$ cat src/rtl/store_buffer.sv
// ============================================================================
// Module   : store_buffer
// Purpose  : Word-store queue between the EX/MEM register and data memory.
//            Accepts committed stores, drains them to the DM write port one
//            per cycle in program order, and checks MEM-stage loads against
//            pending stores.
// Macro    : SB_FWD_EN - when defined, matching loads are forwarded the
//            youngest pending store word (ld_stall tied 0). When undefined,
//            a matching load raises ld_stall and ld_data is dm_rdata.
// Ports    :
//   clk, reset            clock, asynchronous active-low reset
//   st_valid/addr/data/pc store request from MEM stage; st_ready = not full
//   ld_addr, dm_rdata     load address and DM combinational read data
//   ld_data, ld_hit       load result after forwarding, forwarded flag
//   ld_stall              load collides with a pending store (no forwarding)
//   dm_busy               DM write port unavailable this cycle
//   dm_we/addr/wdata/pc   DM write port driven from the head entry
//   count, empty          occupancy
// Revision : 1.0 - initial release
// ============================================================================
`default_nettype none

module store_buffer #(
  parameter int DEPTH = 4,
  parameter int PTR_W = 2
) (
  input  logic             clk,
  input  logic             reset,
  input  logic             st_valid,
  input  logic [31:0]      st_addr,
  input  logic [31:0]      st_data,
  input  logic [31:0]      st_pc,
  output logic             st_ready,
  input  logic [31:0]      ld_addr,
  input  logic [31:0]      dm_rdata,
  output logic [31:0]      ld_data,
  output logic             ld_hit,
  output logic             ld_stall,
  input  logic             dm_busy,
  output logic             dm_we,
  output logic [31:0]      dm_addr,
  output logic [31:0]      dm_wdata,
  output logic [31:0]      dm_pc,
  output logic [PTR_W:0]   count,
  output logic             empty
);

  localparam logic [PTR_W:0]   C_DEPTH = (PTR_W+1)'(DEPTH);
  localparam logic [PTR_W-1:0] C_ONE   = PTR_W'(1);

  // Entry storage: word address, data and PC. Not reset; validity comes
  // solely from head/count.
  logic [29:0] r_addr [DEPTH];
  logic [31:0] r_data [DEPTH];
  logic [31:0] r_pc   [DEPTH];

  logic [PTR_W-1:0] r_head;
  logic [PTR_W-1:0] r_tail;
  logic [PTR_W:0]   r_count;

  logic w_push;
  logic w_pop;
  logic w_match;
  logic [31:0] w_fwd_data;

  // Byte-offset bits of the addresses are deliberately ignored.
  logic w_unused_bits;
  assign w_unused_bits = ^{ld_addr[1:0], st_addr[1:0]};

  // Full blocks enqueue even when the head drains in the same cycle.
  assign st_ready = (r_count < C_DEPTH);
  assign w_push   = st_valid && st_ready;
  assign w_pop    = (r_count != '0) && !dm_busy;

  assign dm_we    = w_pop;
  assign dm_addr  = {r_addr[r_head], 2'b00};
  assign dm_wdata = r_data[r_head];
  assign dm_pc    = r_pc[r_head];

  assign count    = r_count;
  assign empty    = (r_count == '0);

  always_ff @(posedge clk) begin
    if (w_push) begin
      r_addr[r_tail] <= st_addr[31:2];
      r_data[r_tail] <= st_data;
      r_pc[r_tail]   <= st_pc;
    end
  end

  always_ff @(posedge clk or negedge reset) begin
    if (!reset) begin
      r_head  <= '0;
      r_tail  <= '0;
      r_count <= '0;
    end else begin
      // DEPTH is a power of two, so pointer wrap is natural overflow.
      if (w_push) r_tail <= r_tail + C_ONE;
      if (w_pop)  r_head <= r_head + C_ONE;
      case ({w_push, w_pop})
        2'b10:   r_count <= r_count + 1'b1;
        2'b01:   r_count <= r_count - 1'b1;
        default: r_count <= r_count;
      endcase
    end
  end

  // Scan from oldest to youngest valid entry; a later match overrides an
  // earlier one so the youngest matching store wins. The head entry stays
  // valid during its drain cycle, so it still matches.
  always_comb begin
    logic [PTR_W-1:0] w_idx;
    w_match    = 1'b0;
    w_fwd_data = dm_rdata;
    w_idx      = '0;
    for (int k = 0; k < DEPTH; k++) begin
      w_idx = r_head + PTR_W'(k);
      if (((PTR_W+1)'(k) < r_count) && (r_addr[w_idx] == ld_addr[31:2])) begin
        w_match = 1'b1;
`ifdef SB_FWD_EN
        w_fwd_data = r_data[w_idx];
`endif
      end
    end
  end

`ifdef SB_FWD_EN
  assign ld_hit   = w_match;
  assign ld_data  = w_fwd_data;
  assign ld_stall = 1'b0;
`else
  logic w_unused_fwd;
  assign w_unused_fwd = ^w_fwd_data;
  assign ld_hit   = 1'b0;
  assign ld_data  = dm_rdata;
  assign ld_stall = w_match;
`endif

endmodule

`default_nettype wire

$ cat config.mk
export PLATFORM = sky130hd
export DESIGN_NAME = store_buffer
export DESIGN_NICKNAME = d
export VERILOG_FILES = /design/src/rtl/store_buffer.sv
export SDC_FILE = /design/constraint.sdc
export NUM_CORES = 1
export LEC_CHECK = 0
export ABC_CLOCK_PERIOD_IN_PS = 5700
export CAP_MARGIN = 20
export CORE_MARGIN = 1.5
export CORE_UTILIZATION = 57
export DETAILED_ROUTE_END_ITERATION = 12
export GPL_TIMING_DRIVEN = 0
export PLACE_DENSITY = 0.85
export SLEW_MARGIN = 20
export SYNTH_ARGS = -nofsm -noshare
export SYNTH_HDL_FRONTEND = slang
export SYNTH_SLANG_ARGS = --single-unit
$ cat constraint.sdc
create_clock -name clk -period 5.7 [get_ports clk]
set_input_delay 0.57 -clock clk [delete_from_list [all_inputs] [get_ports clk]]
set_output_delay 0.57 -clock clk [all_outputs]
set_load 0.02 [all_outputs]
Word-level counts from Yosys, hierarchy flattened
Memory sizes are Yosys's and may differ from the RTL's.
Index checks and enable logic that the tools add are counted.
{"block": "totals", "output_inout_bits": 136, "memories": 3, "ff_bits": 7, "ramBits": 376, "inputBits": 164}
{"block": "op_classes", "muxes": 7, "eq_ne": 6, "n_lt_le_gt_ge": 5, "n_addsub": 6, "n_reduce_logical": 10}
{"memory": "r_data", "depth": 4, "width": 32, "rd": 1, "rd_clocked_by_memory_dff": 0, "write_ports": 1, "line_no": "54", "source": "logic [31:0] r_data [DEPTH];"}
{"memory": "r_pc", "depth": 4, "width": 32, "rd": 1, "rd_clocked_by_memory_dff": 0, "write_ports": 1, "line_no": "55", "source": "logic [31:0] r_pc [DEPTH];"}
{"memory": "r_addr", "depth": 4, "width": 30, "rd": 4, "rd_clocked_by_memory_dff": 0, "write_ports": 1, "line_no": "53", "source": "logic [29:0] r_addr [DEPTH];"}
{"cell": "equality test 30 bit", "count": 4}
{"cell": "logical AND 1 bit", "count": 6}
{"cell": "< comparator 1 x 3 -> 1 bit (first input constant)", "count": 2}
{"cell": "< comparator 2 x 3 -> 1 bit (first input constant)", "count": 2}
{"cell": "2-to-1 mux 1 bit", "count": 6}
{"cell": "case mux 3 bit (2 select lines)", "count": 1}
{"cell": "adder 2 x 1 -> 2 bit (second input constant)", "count": 2}
{"cell": "adder 2 bit (second input constant)", "count": 2}
{"cell": "adder 3 x 1 -> 3 bit (second input constant)", "count": 1}
{"cell": "zero test 3 bit", "count": 1}
{"cell": "< comparator 3 bit (second input constant)", "count": 1}
{"cell": "nonzero test 3 bit", "count": 1}
{"cell": "subtractor 3 x 1 -> 3 bit (second input constant)", "count": 1}
{"cell": "equality test 2 x 1 -> 1 bit (second input constant)", "count": 1}
{"cell": "equality test 2 bit (second input constant)", "count": 1}
{"cell": "nonzero test 2 bit", "count": 1}
{"cell": "zero test 1 bit", "count": 1}

Depth between registers and ports, before layout
Gate-level depths: netlist of run 1.
An unclocked memory read counts as a cell.
{"block": "logic_depth", "ltp_word": 7, "depth_mapped": 11, "depth_no_buf": 8}

Worst setup path before layout of run 1
No wires, ideal clock.
{"block": "synth_timing", "path_type": "input-to-reg", "startpoint": "input port st_valid", "endpoint": "memory r_addr[0][0], enable pin", "path_slack_ns": 2.115, "path_buffers": 1, "required_time_ns": 5.237, "t_arrival_ns": 3.122, "cell_stages": 3, "cell_sequence": "nor2b_1 > clkbuf_1 > and2_1"}
{"block": "synth_between", "elab_chain_len": 3}
{"element": "start: declaration", "line_no": "29", "source": "input logic st_valid,"}
{"element": "logical AND 1 bit", "line_no": "72", "source": "assign w_push = st_valid && st_ready;"}
{"element": "2-to-1 mux 1 bit", "line_no": "84", "source": "if (w_push) begin"}
{"element": "2-to-1 mux 1 bit (not written as such)", "line_no": "85", "source": "r_addr[r_tail] <= st_addr[31:2];"}
{"element": "end: declaration", "line_no": "53"}
Every way passes these cells.

Final worst setup path of run 1
{"block": "layout_timing", "startpoint": "register r_head[1]", "endpoint": "output port ld_stall"}
{"block": "layout_between", "elab_chain_len": 7}
{"element": "start: declaration", "line_no": "57", "source": "logic [PTR_W-1:0] r_head;"}
{"element": "start signal: assignment", "line_no": "99", "source": "if (w_pop) r_head <= r_head + C_ONE;"}
{"element": "adder 2 x 1 -> 2 bit / memory (4 x 30 bit) (equally long branches)"}
{"element": "memory (4 x 30 bit) *"}
{"element": "equality test 30 bit / logical AND 1 bit (equally long branches)", "line_no": "118", "source": "if (((PTR_W+1)'(k) < r_count) && (r_addr[w_idx] == ld_addr[31:2])) begin"}
{"element": "logical AND 1 bit / 2-to-1 mux 1 bit (equally long branches)", "line_no": "118"}
{"element": "2-to-1 mux 1 bit (2 in series)", "line_no": "118"}
{"element": "2-to-1 mux 1 bit *", "line_no": "118"}
{"element": "end: declaration", "line_no": "38", "source": "output logic ld_stall,"}
Mark *: on every way between the ends. The rest lies on a longest branch, timed or not.

==> results.toml, run 1 <==
[sta]
fin_ws_ps = 494.3
clock_skew_ps = 7.566
worstMarginPinSlew_ps = 834.7
rsz0062_at_grt = "no"
period_minus_slack_ps = 5206
hold_viol = 0
finalSetupViolations = 0
drv_slew = 0
relSlewSlack = 0.4276
tns_ps = 0
post-route-period-util = 0.9133
clock.fmax_ghz = 0.1921

[setup_path]
reg2regPathDepth = 9
worstSetupEndpointType = "output port"
rrSetupSlack_ps = 2990
required_ps = 5130
arrival_ps = 4640
crit_fanout = 10
critPathKind = "reg -> out"
worst_setup_path_start_kind = "flop"
r2r_end = "r_head[1]$_DFFE_PN0P_"
timing.rr.start = "r_head[0]$_DFFE_PN0P_"

[outcome]
status = "finished clean"

[yosys]
ys_types = 59
synth_area_um2 = 18170
async_reset_ff_frac = 0.01828
ys_ff_latch = 383
synth_cells = 1027
synthXorXnorAreaFrac = 0.04675
synth_seq_area_share = 0.6310
synth_compound_area_frac = 0.04035
muxShareOfSynthArea = 0.2062
synth_edf_count = 376
synth_adder_area_share = 0.006197
synth-warning-count = 0
synth_ff_type = "edfxtp_1"
syn_avg_cell_area_um2 = 17.69
yosys.area_share.simple = 0.02871
synth_top_family_by_area = "multiplexers"

[floorplan]
placementRows = 65
fp.dieArea_um2 = 32960
start_util = 0.5773
io_pins = 300
die_x_um = 181.5
core_um2 = 31470
die_h_um = 181.5

[global_routing]
grt_max_degree = 48
grt_pass1_wl_um = 72490
gr-total-overflow = 0
grt_antenna_before_repair = 5
grtUsageTotal = 0.3018
grt_pass1_vias = 11520

[clocking]
holdBufCountCts = 0
tritoncts = "yes"
htree_levels = 2
cts.sinks = 383
clk_latency_ps = 540
cts_root_buf = "clkbuf_16"
clk_pin_slew_ps = 60
cts.repair.resized = 0
post_cts_buffers = 0
cts_buffer_depth = 3
cts_made_buffers = 40

[route]
dr.first_iter.drc_count = 1125
drt_first_pass_iters = 6
wirelength_um = 49520
ant_nets = 0
drc_errors = 0
via_count = 11210
viasPerCell = 6.390
wl_per_cell_um = 28.23

[power_and_ir_drop]
switchingPower_uw = 4311
p_per_area_nw_per_um2 = 520.9
cellLeakagePower_uw = 0.007649
pwr-share-seq = 0.313
clkPwrFrac = 0.210
vdd_drop_max_mv = 0.3639
swShare = 0.3668
total_power_uw = 11750
power.internal_uw = 7440
comb_power_share = 0.478

[final_layout]
fill_cells = 1963
drive_gt1_frac = 0.1921
fin_util = 0.7167
nets = 1494
area_growth_pct = 24.14
multi_input_comb_area_um2 = 5986
seqCellArea_um2 = 11470
stdcell_count = 1754

[place]
dp.cells = 1681
gp_congestion = 0.9921
portBuffers = 242
hpwl_um = 34790
dp_slack_ps = 1073

[hold_path]
hp-class = "in -> async"

[job]
max_cap_viol_count = 0
[routing by layer]
| layer | global-route usage | routed length [µm] | vias up |
|---|---|---|---|
| li1 | - | - | 4753 |
| met1 | 0.3911 | 18610 | 5652 |
| met2 | 0.4805 | 23520 | 660 |
| met3 | 0.09246 | 5341 | 139 |
| met4 | 0.1213 | 2033 | 4 |
| met5 | 0 | 27 | - |
[sequential cells by signal, summed over array words and instances (netlist names)]
| signal | cells |
|---|---|
| count | 3 |
| r_pc | 128 |
| r_head | 2 |
| r_addr | 120 |
| r_tail | 2 |
| r_data | 128 |
[power by group through the flow]
stage                     Combinational (µW)  Sequential (µW)  Clock [µW]
after floorplan                         3450             3720           0
after global placement                  5470             3770           0
after detailed placement                5560             3720           0
after CTS                               5600             3670        2490
after global routing                    5860             3700        2600
final                                   5620             3670        2460
[stage by stage]
stage | instance area (µm²) | hold WS, ps
2_1_floorplan | 18180 | 274.4
3_3_place_gp | 21100 | 594.7
3_5_place_dp | 21300 | 583.1
4_1_cts | 22550 | 299.1
5_1_grt | 22550 | 332.7
6_report | 22560 | 304.0
[cell type report]
class                      instances  share of cell area
tap                              402             0.02230
buffer                           102             0.03017
antenna                            4           0.0004437
sequential                       383              0.5083
timing repair buffer             250              0.1158
clock inverter                    23            0.008819
inverter                          15            0.002496
clock buffer                      46             0.04631
multi-input combinational        529              0.2654
[critical path, stage by stage, from the launching register on]
cell and delay, ps:
dfrtp_1 340, buf_6 140, buf_6 190, buf_6 250, buf_4 280, mux4_2 350, xnor2_1 580, nand4_1 280
nor4_1 580, nand3_1 130, o22ai_1 180, a311o_2 160, clkdlybuf4s50_1 610
[worst max-delay path by stage]
stage | from | depth (start not counted) | to | slack [ps]
floorplan | st_valid | 3 | r_addr[0][0]$_DFFE_PP_ | 2120
global placement | st_valid | 4 | r_pc[0][21]$_DFFE_PP_ | -160
detailed placement | ld_addr[23] | 10 | ld_stall | 1070
CTS | r_head[1]$_DFFE_PN0P_ | 12 | ld_stall | 610
global route | r_head[1]$_DFFE_PN0P_ | 12 | ld_stall | 450
finish | r_head[1]$_DFFE_PN0P_ | 12 | ld_stall | 490
[logic make-up after synthesis]
| logic type | Yosys count |
|---|---|
| buffers and inverters | 117 |
| AO/OA/AOI/OAI | 104 |
| multiplexers | 217 |
| adder cells (fa/ha/maj) | 9 |
| other | 1 |
| XOR/XNOR | 97 |
| flip-flops | 383 |
| AND/OR/NAND/NOR | 99 |
[synthesized netlist by cell type, types with 12 or more instances]
master    count  area share
nand4_1      15      0.0052
a21oi_1      20      0.0055
nor2_1       15      0.0031
clkbuf_1     21      0.0043
o21ai_0      16      0.0044
inv_1        14      0.0029
mux4_1       17       0.025
mux2i_1      86       0.047
nand2_1      22      0.0045
nor4_1       12      0.0041
mux4_2      100        0.12
xor2_1       34       0.016
buf_2        18      0.0050
buf_4        44       0.018
xnor2_1      63       0.030
edfxtp_1    376        0.62
[cells in the final DEF (no fill, tap or decap), types with 11 or more instances in the layout]
cell type        synthesis  routed
a21oi_1                 20      20
xnor2_1                 63      63
buf_2                   18      18
nand2_1                 22      22
xor2_1                  34      34
mux4_2                 100     100
o21ai_0                 16      16
buf_6                   11      11
mux4_1                  17      17
clkdlybuf4s50_1          0     242
nor4_1                  12      12
inv_1                   14      14
nor2_1                  15      15
nand4_1                 15      15
clkbuf_1                21      26
buf_4                   44      44
edfxtp_1               376     376
clkbuf_16                0      41
mux2i_1                 86      86
Note: power is estimated with default switching activity, not from simulation.
==> inputs of run 2 (changes only) <==
--- a/config.mk
+++ b/config.mk
@@ -12,6 +12,7 @@
 export DETAILED_ROUTE_END_ITERATION = 12
 export GPL_TIMING_DRIVEN = 0
 export PLACE_DENSITY = 0.85
+export SETUP_SLACK_MARGIN = 0.05
 export SLEW_MARGIN = 20
 export SYNTH_ARGS = -nofsm -noshare
 export SYNTH_HDL_FRONTEND = slang
==> results of run 2 <==
Final layout, timing and power as in run 1 (identical DEF).
==> inputs of run 3 (changes only) <==
--- a/config.mk
+++ b/config.mk
@@ -9,6 +9,7 @@
 export CAP_MARGIN = 20
 export CORE_MARGIN = 1.5
 export CORE_UTILIZATION = 57
+export CTS_CLUSTER_DIAMETER = 30
 export DETAILED_ROUTE_END_ITERATION = 12
 export GPL_TIMING_DRIVEN = 0
 export PLACE_DENSITY = 0.85
==> run 3 against run 2 <==
  * Sequential power barely moved
  * Setup slack got worse by 63 ps
  * Cell area rose by 5.5%
  * Clock-buffer cell count rose by 35
  * Critical endpoint unchanged
==> results.toml, run 3 (synthesis gave the netlist of run 1 again) <==
[sta]
tns_ps = 0
period_minus_slack_ps = 5268
hold_viol = 0
relSlewSlack = 0.4095
clock_skew_ps = 25.44
finalSetupViolations = 0
clock.fmax_ghz = 0.1898
worstMarginPinSlew_ps = 861.1
drv_slew = 0
hold_slack_ps = 254.5
post-route-period-util = 0.9243
fin_ws_ps = 431.5
rsz0062_at_grt = "no"

[place]
hpwl_um = 34790
portBuffers = 242
dp_slack_ps = 1073
gp_congestion = 0.9921

[setup_path]
worst_setup_path_start_kind = "flop"
required_ps = 5130
timing.rr.start = "r_head[0]$_DFFE_PN0P_"
critPathKind = "reg -> out"
rrSetupSlack_ps = 3020
arrival_ps = 4700
path_cells = "buf_6, buf_6, buf_4, mux2i_1, xor2_1, nand2_1, nor4_1, o2111ai_1, nor4_1, a311o_2, clkdlybuf4s50_1"
path_delay_family = "buffers and inverters"
reg2regPathDepth = 9
crit_cells = 11
cp-startpoint = "r_head[1]$_DFFE_PN0P_"
path_buf_inv = 4
worstSetupEndpointType = "output port"
cp_slowest_cell = "mux2i_1"
slowest_delay_ps = 660
crit_fanout = 10

[clocking]
clk_pin_slew_ps = 40
cts.sinks = 383
cts_made_buffers = 74
htree_levels = 3
cts_buffer_depth = 3
cts_root_buf = "clkbuf_16"
tritoncts = "yes"
cts.repair.resized = 0
post_cts_buffers = 0
holdBufCountCts = 0
clk_latency_ps = 610

[route]
viasPerCell = 6.411
dr.first_iter.drc_count = 1437
drt_first_pass_iters = 6
wirelength_um = 52910
drc_errors = 0
via_count = 11660
ant_nets = 0
wl_per_cell_um = 29.10

[final_layout]
area_growth_pct = 30.98
drive_gt1_frac = 0.2286
mostFrequentLayoutCells = "edfxtp_1, clkdlybuf4s50_1, mux4_2"
reg.largest.list = "r_data (128), r_pc (128), r_addr (120)"
nets = 1528
final_common_cell = "edfxtp_1"

[power_and_ir_drop]
vdd_drop_max_mv = 0.3939
total_power_uw = 13650
p_per_area_nw_per_um2 = 573.6
cellLeakagePower_uw = 0.008250

[global_routing]
grtUsageTotal = 0.3260
grt_antenna_before_repair = 4
grt_max_degree = 48
gr-total-overflow = 0
grt_pass1_wl_um = 77250
grt_pass1_vias = 12050

[hold_path]
hp-class = "in -> async"

[floorplan]
die_x_um = 181.5
fp.dieArea_um2 = 32960
placementRows = 65
start_util = 0.5773
io_pins = 300
die_h_um = 181.5
core_um2 = 31470

[outcome]
status = "finished clean"

[job]
max_cap_viol_count = 0
run 3: changes by cell type in the layout (fill, tap and decap cells not counted), sizes merged:
| cell | before | now |
|---|---|---|
| clkbuf | 67 | 102 |
| clkinv | 17 | 29 |
| bufinv | 2 | 9 |
| inv | 15 | 22 |
| clkinvlp | 4 | 8 |
| diode | 4 | 3 |
run 3: per-stage QoR:
step / utilization / area, µm² / cells
6_report: 0.7562 / 23800 / 1818
5_1_grt: 0.7560 / 23790 / 1815
4_1_cts: 0.7560 / 23790 / 1815
3_5_place_dp: 0.6769 / 21300 / 1681
3_3_place_gp: 0.6705 / 21100 / 1673
2_1_floorplan: - / 18180 / 1029
run 3: path summary, 6_finish.rpt:
| path | end |
|---|---|
| worst max-delay path | ld_stall |
| worst min-delay path | count[0]$_DFFE_PN0P_ |
| worst max register to register | r_head[1]$_DFFE_PN0P_ |
| worst min register to register | count[1]$_DFFE_PN0P_ |
| max in group asynchronous | r_head[1]$_DFFE_PN0P_ |
| min in group clk | r_addr[1][10]$_DFFE_PP_ |
run 3: cell type report:
| class | count | area, µm² |
|---|---|---|
| Antenna cell | 3 | 7.507 |
| Tap cell | 402 | 503.0 |
| Sequential cell | 383 | 11470 |
| Clock inverter | 53 | 610.6 |
| Buffer | 102 | 680.7 |
| Timing Repair Buffer | 250 | 2613 |
| Inverter | 15 | 56.30 |
| Fill cell | 1802 | 7674 |
| Clock buffer | 81 | 1878 |
| Multi-Input combinational cell | 529 | 5986 |
run 3: layer usage:
metal | part of all wire | global-route usage | vias to the layer above | wire length [µm]
li1 | - | - | 4864 | -
met5 | 0 | 0 | - | 0
met4 | 0.035 | 0.1443 | 0 | 1837
met3 | 0.11 | 0.09948 | 115 | 5681
met2 | 0.49 | 0.5275 | 802 | 25740
met1 | 0.37 | 0.4092 | 5874 | 19650
run 3: power by group:
| part | total [µW] | leakage, µW | switching, µW | internal [µW] |
|---|---|---|---|---|
| Combinational | 5680 | 0.00356 | 3170 | 2510 |
| Clock | 4280 | 0.00120 | 1470 | 2810 |
| Sequential | 3700 | 0.00350 | 165 | 3530 |
| Total | 13700 | 0.00825 | 4800 | 8850 |
run 3: worst register-to-register path, stage by stage (launching register included):
cell,delay [ps]
dfrtp_1,340
buf_6,180
buf_8,220
buf_6,230
buf_6,220
buf_2,340
buf_2,360
buf_2,380
nand2_1,120
xnor2_1,140
